--- src/rtl/a51_pkg.sv ---
`default_nettype none
// ============================================================================
// a51_pkg
// Shared constants, state encoding and helpers for the A5/1 LFSR core.
// Revision: 1.0
// ============================================================================
package a51_pkg;

  // Register lengths
  localparam int R1_LEN = 19;
  localparam int R2_LEN = 22;
  localparam int R3_LEN = 23;

  // Feedback tap masks (bit set = tap position)
  localparam logic [R1_LEN-1:0] R1_TAPS = 19'h7_2000;   // 18,17,16,13
  localparam logic [R2_LEN-1:0] R2_TAPS = 22'h30_0000;  // 21,20
  localparam logic [R3_LEN-1:0] R3_TAPS = 23'h70_0080;  // 22,21,20,7

  // Clock-control bit positions
  localparam int R1_CLK = 8;
  localparam int R2_CLK = 10;
  localparam int R3_CLK = 10;

  // Phase lengths of a session
  localparam int KEY_LEN   = 64;
  localparam int FRAME_LEN = 22;
  localparam int MIX_LEN   = 100;

  // Session FSM encoding
  typedef enum logic [2:0] {
    ST_IDLE  = 3'd0,
    ST_KEY   = 3'd1,
    ST_FRAME = 3'd2,
    ST_MIX   = 3'd3,
    ST_OUT   = 3'd4
  } a51_state_t;

  // Majority of three clock-control bits
  function automatic logic majority3(input logic a, input logic b, input logic c);
    return (a & b) | (a & c) | (b & c);
  endfunction

endpackage : a51_pkg
`default_nettype wire

--- src/rtl/a51_lfsr.sv ---
`default_nettype none
// ============================================================================
// a51_lfsr
// One A5/1 shift register: shifts toward the MSB, feedback XOR inject into
// bit 0. The msb output is the MSB the register will hold after the current
// edge, so the core can register keystream from post-shift contents.
// Revision: 1.0
// ============================================================================
module a51_lfsr #(
  parameter int              LEN     = 19,
  parameter logic [LEN-1:0]  TAPS    = '0,
  parameter int              CLK_BIT = 8
) (
  input  logic clk,
  input  logic rst_n,
  input  logic shift,
  input  logic inject,
  input  logic clear,
  output logic msb,
  output logic clk_bit
);

  logic [LEN-1:0] r;
  logic           fb;

  assign fb      = ^(r & TAPS);
  assign clk_bit = r[CLK_BIT];

  // Look-ahead MSB: a clear empties the upper bits, a shift promotes bit LEN-2
  assign msb = clear ? 1'b0 : (shift ? r[LEN-2] : r[LEN-1]);

  // Register update: clear (optionally with first shift) or plain shift
  always_ff @(posedge clk or negedge rst_n) begin
    if (!rst_n) begin
      r <= '0;
    end else if (clear) begin
      r <= shift ? {{(LEN-1){1'b0}}, inject} : '0;
    end else if (shift) begin
      r <= {r[LEN-2:0], fb ^ inject};
    end
  end

endmodule : a51_lfsr
`default_nettype wire

--- src/rtl/a51_lfsr_core.sv ---
`default_nettype none
// ============================================================================
// a51_lfsr_core
// A5/1 keystream core: key load, frame load, majority mixing and keystream
// generation, sequenced by a one-hot phase from an upstream stage counter.
// Revision: 1.0
// ============================================================================
module a51_lfsr_core
  import a51_pkg::*;
(
  input  logic        C,
  input  logic        CLR_N,
  input  logic        ENABLE,
  input  logic        STAGEONE,
  input  logic        STAGETWO,
  input  logic        STAGETHREE,
  input  logic        OUTPUTSTAGE,
  input  logic [63:0] KEY,
  input  logic [21:0] FRAME,
  input  logic        DATAIN,
  output logic        KSBIT,
  output logic        CIPHERBIT,
  output logic        KSVALID,
  output logic        STAGEERR
);

  a51_state_t state, state_next;
  logic [6:0] kidx, kidx_next;
  logic [4:0] fidx, fidx_next;

  logic [3:0] phase;
  logic       sh1, sh2, sh3, inj, clr, ks_fire, err_set;
  logic       msb1, msb2, msb3, cb1, cb2, cb3, maj;
  logic       ks_bit;

  assign phase  = {STAGEONE, STAGETWO, STAGETHREE, OUTPUTSTAGE};
  assign maj    = majority3(cb1, cb2, cb3);
  assign ks_bit = msb1 ^ msb2 ^ msb3;

  a51_lfsr #(.LEN(R1_LEN), .TAPS(R1_TAPS), .CLK_BIT(R1_CLK)) u_r1 (
    .clk(C), .rst_n(CLR_N), .shift(sh1), .inject(inj), .clear(clr),
    .msb(msb1), .clk_bit(cb1)
  );

  a51_lfsr #(.LEN(R2_LEN), .TAPS(R2_TAPS), .CLK_BIT(R2_CLK)) u_r2 (
    .clk(C), .rst_n(CLR_N), .shift(sh2), .inject(inj), .clear(clr),
    .msb(msb2), .clk_bit(cb2)
  );

  a51_lfsr #(.LEN(R3_LEN), .TAPS(R3_TAPS), .CLK_BIT(R3_CLK)) u_r3 (
    .clk(C), .rst_n(CLR_N), .shift(sh3), .inject(inj), .clear(clr),
    .msb(msb3), .clk_bit(cb3)
  );

  // Phase decode: next state, register control and index updates
  always_comb begin
    state_next = state;
    kidx_next  = kidx;
    fidx_next  = fidx;
    sh1        = 1'b0;
    sh2        = 1'b0;
    sh3        = 1'b0;
    inj        = 1'b0;
    clr        = 1'b0;
    ks_fire    = 1'b0;
    err_set    = 1'b0;
    if (ENABLE) begin
      if (!$onehot(phase)) begin
        // Illegal encoding: freeze everything, just flag it
        err_set = 1'b1;
      end else begin
        case (phase)
          4'b1000: begin
            state_next = ST_KEY;
            if (state != ST_KEY) begin
              // New session: clear and take key bit 0 on the same edge
              clr       = 1'b1;
              {sh1, sh2, sh3} = 3'b111;
              inj       = KEY[0];
              kidx_next = 7'd1;
              fidx_next = 5'd0;
            end else if (kidx < 7'(KEY_LEN)) begin
              {sh1, sh2, sh3} = 3'b111;
              inj       = KEY[kidx[5:0]];
              kidx_next = kidx + 7'd1;
            end
          end
          4'b0100: begin
            state_next = ST_FRAME;
            if (fidx < 5'(FRAME_LEN)) begin
              {sh1, sh2, sh3} = 3'b111;
              inj       = FRAME[fidx];
              fidx_next = fidx + 5'd1;
            end
          end
          4'b0010: begin
            state_next = ST_MIX;
            sh1 = (cb1 == maj);
            sh2 = (cb2 == maj);
            sh3 = (cb3 == maj);
          end
          default: begin
            state_next = ST_OUT;
            sh1     = (cb1 == maj);
            sh2     = (cb2 == maj);
            sh3     = (cb3 == maj);
            ks_fire = 1'b1;
          end
        endcase
      end
    end
  end

  // State and index registers
  always_ff @(posedge C or negedge CLR_N) begin
    if (!CLR_N) begin
      state <= ST_IDLE;
      kidx  <= '0;
      fidx  <= '0;
    end else begin
      state <= state_next;
      kidx  <= kidx_next;
      fidx  <= fidx_next;
    end
  end

  // Output registers: keystream captured from post-shift contents
  always_ff @(posedge C or negedge CLR_N) begin
    if (!CLR_N) begin
      KSBIT     <= 1'b0;
      CIPHERBIT <= 1'b0;
      KSVALID   <= 1'b0;
      STAGEERR  <= 1'b0;
    end else begin
      KSVALID  <= ks_fire;
      STAGEERR <= STAGEERR | err_set;
      if (ks_fire) begin
        KSBIT     <= ks_bit;
        CIPHERBIT <= ks_bit ^ DATAIN;
      end
    end
  end

endmodule : a51_lfsr_core
`default_nettype wire
--- config.mk ---
export PLATFORM = sky130hd
export DESIGN_NAME = a51_lfsr_core
export DESIGN_NICKNAME = d
export VERILOG_FILES = /design/src/rtl/a51_pkg.sv /design/src/rtl/a51_lfsr.sv /design/src/rtl/a51_lfsr_core.sv
export SDC_FILE = /design/constraint.sdc
export NUM_CORES = 1
export LEC_CHECK = 0
export CAP_MARGIN = 0
export CORE_MARGIN = 5
export CORE_UTILIZATION = 50
export CTS_CLUSTER_SIZE = 25
export DETAILED_ROUTE_END_ITERATION = 8
export PLACE_DENSITY_LB_ADDON = 0.15
export SLEW_MARGIN = 20
export SYNTH_ARGS = -nofsm -noshare
export SYNTH_HDL_FRONTEND = slang
export SYNTH_SLANG_ARGS = --single-unit
--- constraint.sdc ---
create_clock -name C -period 3 [get_ports C]
set_input_delay 0.3 -clock C [delete_from_list [all_inputs] [get_ports C]]
set_output_delay 0.3 -clock C [all_outputs]
set_load 0.01 [all_outputs]
==> flow_summary_export.csv <==
group,metric,value,unit
synthesis,post_synth_mux_area_share,12.9,%
synthesis,ys_types,56,
final_layout,areaGrowthSynthToFinish,33.4,%
clock_network,clk_path_buf_depth,2,
placement,dp_hpwl,7960,um
clock_network,clockRootBuffer,"clkbuf_8",
synthesis,synth_warnings,0,
clock_network,cts_tree,"built",
power_and_ir_drop,post-layout-total-power,2.98,mW
synthesis,yosys.area_share.xor_xnor,3.32,%
timing,hold-worst-slack,-36.7,ps
placement,placed_cell_area,5910,um2
floorplanning,die_x,106,um
run_status,failing_checks,"hold timing",
placement,placed_cells,700,
timing,worst-slew-pin-transition,745,ps
timing,max-slew-margin-rel,50.3,%
synthesis,synth-main-ff-cell,"dfrtp_1",
routing,detailedRoute.firstPassIterationCount,4,
critical_path,criticalPathCategory,"in -> reg",
floorplanning,start_util,50.6,%
timing,pins_over_slew_limit,0,
synthesis,synth_area,4630,um2
timing,skew,9.95,ps
synthesis,synthAdderAreaFrac,2.32,%
global_route,global_route.overflow_total,0,
critical_path,critical_path_arrival,3090,ps
routing,route.detailed.drc,0,
floorplanning,die-area,11300,um2
power_and_ir_drop,static-leakage-power,2.59,nW
critical_path,cp_data_required_time,3230,ps
synthesis,share_of_synthesized_registers_carrying_an_async_set_or_reset,100,%
floorplanning,floorplan.io_pins,98,
final_layout,final_area,6180,um2
synthesis,synthDominantCellAreaShare,44.9,%
routing,ant_nets,0,
synthesis,post-synth-top-area-cell,"dfrtp_1",
final_layout,postLayoutCoreUtil,67.5,%
clock_network,clk-insertion-delay-late,350,ps
routing,drt-initial-drc-count,152,
timing,achievable-frequency,0.350,GHz
placement,final_weighted_congestion_in_routability_driven_placement,0.836,
final_layout,commonest_non_fill_non_tap_cell_in_the_layout,"nand2_1",
run_status,run_status,"complete, but fails checks",
global_route,antenna_found_initial,0,
clock_network,cts_buffers,9,
synthesis,synth_cells,487,
timing,timing.final.hold_violations,25,
routing,routed-via-count,3869,
power_and_ir_drop,vdd.ir_drop.worst,0.302,mV
final_layout,instances_no_fill,721,
final_layout,fillers,755,
critical_path,crit_fanout,5,
global_route,gr_util_all_layers,19.7,%
timing,rsz_0062_raised_after_global_routing,"false",
routing,routed_via_density,5.37,
clock_network,h-tree-depth,3,
synthesis,yosys_register_bits,83,
final_layout,num-nets-final,707,
critical_path,critPathLaunchType,"primary input",
routing,detail_route.wl_per_cell,14.9,um
timing,period_minus_slack,2850,ps
timing,fin_crit_sh,95.1,%
global_route,grt_pass1_wl,18200,um
synthesis,largest_cells_by_area_after_synthesis,"dfrtp_1, nand2_1, o21ai_0",
routing,finalWirelength,10700,um
critical_path,end_kind,"register",
placement,numPortBuffers,97,
global_route,number_of_global_route_vias_before_repair,3791,
floorplanning,rows,35,
floorplanning,die_height,106,um
clock_network,cts.sinks,83,
worst_hold_path,timing.hold.worst.class,"in -> async",
final_layout,antenna_cells_inserted,0,
synthesis,synth_enable_flop_cells,0,
final_layout,layout.cells.most_common_list,"nand2_1, clkdlybuf4s50_1, dfrtp_1",
synthesis,synth-compound-area-share,13.1,%
power_and_ir_drop,powerDensity,483,nW/um2
floorplanning,core_region_area,9150,um2
final_layout,drive_above_1_share,15.6,%
synthesis,postSynthNetCount,589,
synthesis,synth_simple_gate_area_share,19.2,%
timing,report.final.setup_viol,0,
job,max_cap_violations,0,
synthesis,synth_top_family_by_area,"simple AND/OR/NAND/NOR gates",
clock_network,worst_setup_hold_path_clk_slew,90,ps
synthesis,share_of_synthesized_area_occupied_by_flip_flops_and_latches,44.9,%
global_route,grt_max_degree,84,
synthesis,synth.avg_cell_area,9.51,um2
==> path summary, 6_finish.rpt <==
path	end	from	slack, ps	depth (start not counted)
worst max-delay path	CIPHERBIT$_DFFE_PN0P_	STAGEONE	150	13
worst min-delay path	fidx[2]$_DFFE_PN0P_	CLR_N	-40	1
worst max register to register	u_r1.r[0]$_DFFE_PN0P_	kidx[1]$_DFFE_PN0P_	380	8
worst min register to register	u_r2.r[16]$_DFFE_PN0P_	u_r2.r[16]$_DFFE_PN0P_	480	2
max in group asynchronous	u_r1.r[12]$_DFFE_PN0P_	CLR_N	2500	1
min in group C	u_r2.r[16]$_DFFE_PN0P_	u_r2.r[16]$_DFFE_PN0P_	480	2
==> layer usage <==
layer	up-vias	GRT usage (%)	part of all wire [%]
li1	1929	-	-
met1	1864	26.5	45
met2	64	33.3	50
met3	12	4.13	3.9
met4	0	3.79	0.79
met5	-	0	0
==> timing repair <==
action,in CTS,in global routing
endpoints found under the hold margin,0,0
setup endpoints to repair,2,1
buffers inserted,5,0
pin swaps,7,1
hold buffers,0,0
resized for setup,10,0
==> power by group <==
| part | internal (mW) | switching, mW | total, mW |
|---|---|---|---|
| clock | 0.347 | 0.407 | 0.754 |
| combinational | 0.488 | 0.396 | 0.885 |
| sequential | 1.24 | 0.104 | 1.34 |
| total | 2.07 | 0.907 | 2.98 |
==> final cells by class <==
class,instances,area [um2],share of cell area [%]
Clock buffer,11,151,2.45
Clock inverter,5,37.5,0.608
Inverter,15,56.3,0.912
Multi-Input combinational cell,359,2430,39.4
Sequential cell,83,2080,33.6
Tap cell,111,139,2.25
Timing Repair Buffer,137,1280,20.7
==> Yosys cell counts (2+ instances only) <==
library cell / n
o31ai_1: 3
and2_1: 4
mux2i_1: 13
o221ai_1: 2
buf_2: 8
nor3b_1: 2
nand3_1: 10
or3_1: 2
xnor2_1: 13
xor2_1: 2
a31oi_1: 2
o21ai_1: 3
clkbuf_1: 18
nor2b_1: 2
nand3b_1: 3
nand2_1: 134
ha_1: 7
buf_4: 3
or3b_1: 4
nor3_1: 3
a311o_1: 3
inv_1: 15
mux4_2: 13
a21oi_1: 5
a211oi_1: 3
nor2_1: 25
a32oi_1: 2
dfrtp_1: 83
mux4_1: 5
o21ai_0: 66
mux2_2: 4
==> stage by stage <==
step | hold slack (ps) | setup TNS (ps) | setup slack, ps
detailed placement | 470 | -3840 | -566
global route | 18.9 | 0 | 28.9
floorplan | 4.41 | 0 | 24.4
global placement | 447 | -2210 | -447
finish | -36.7 | 0 | 146
CTS | 165 | 0 | 122
==> critical path: stages <==
cell and delay (ps):
dlygate4sd2_1 230, inv_2 50, fa_1 530, inv_1 40
ha_2 170, ha_4 250, and4bb_2 330, nand3_4 110
and2_1 180, mux2i_2 230, xnor2_2 160, xnor3_1 230
mux2_4 260
==> registers in the layout, indices dropped and copies added (netlist names) <==
signal     cells
CIPHERBIT      1
KSBIT          1
KSVALID        1
STAGEERR       1
fidx           5
kidx           7
state          3
u_r1.r        19
u_r2.r        22
u_r3.r        23
==> cell families after synthesis <==
kind of cell	after synthesis
flops	83
buf+inv	45
fa+ha+maj	8
xor+xnor	16
compound gates	100
mux	35
simple gates	200
Power figures use the tool's default switching activity.
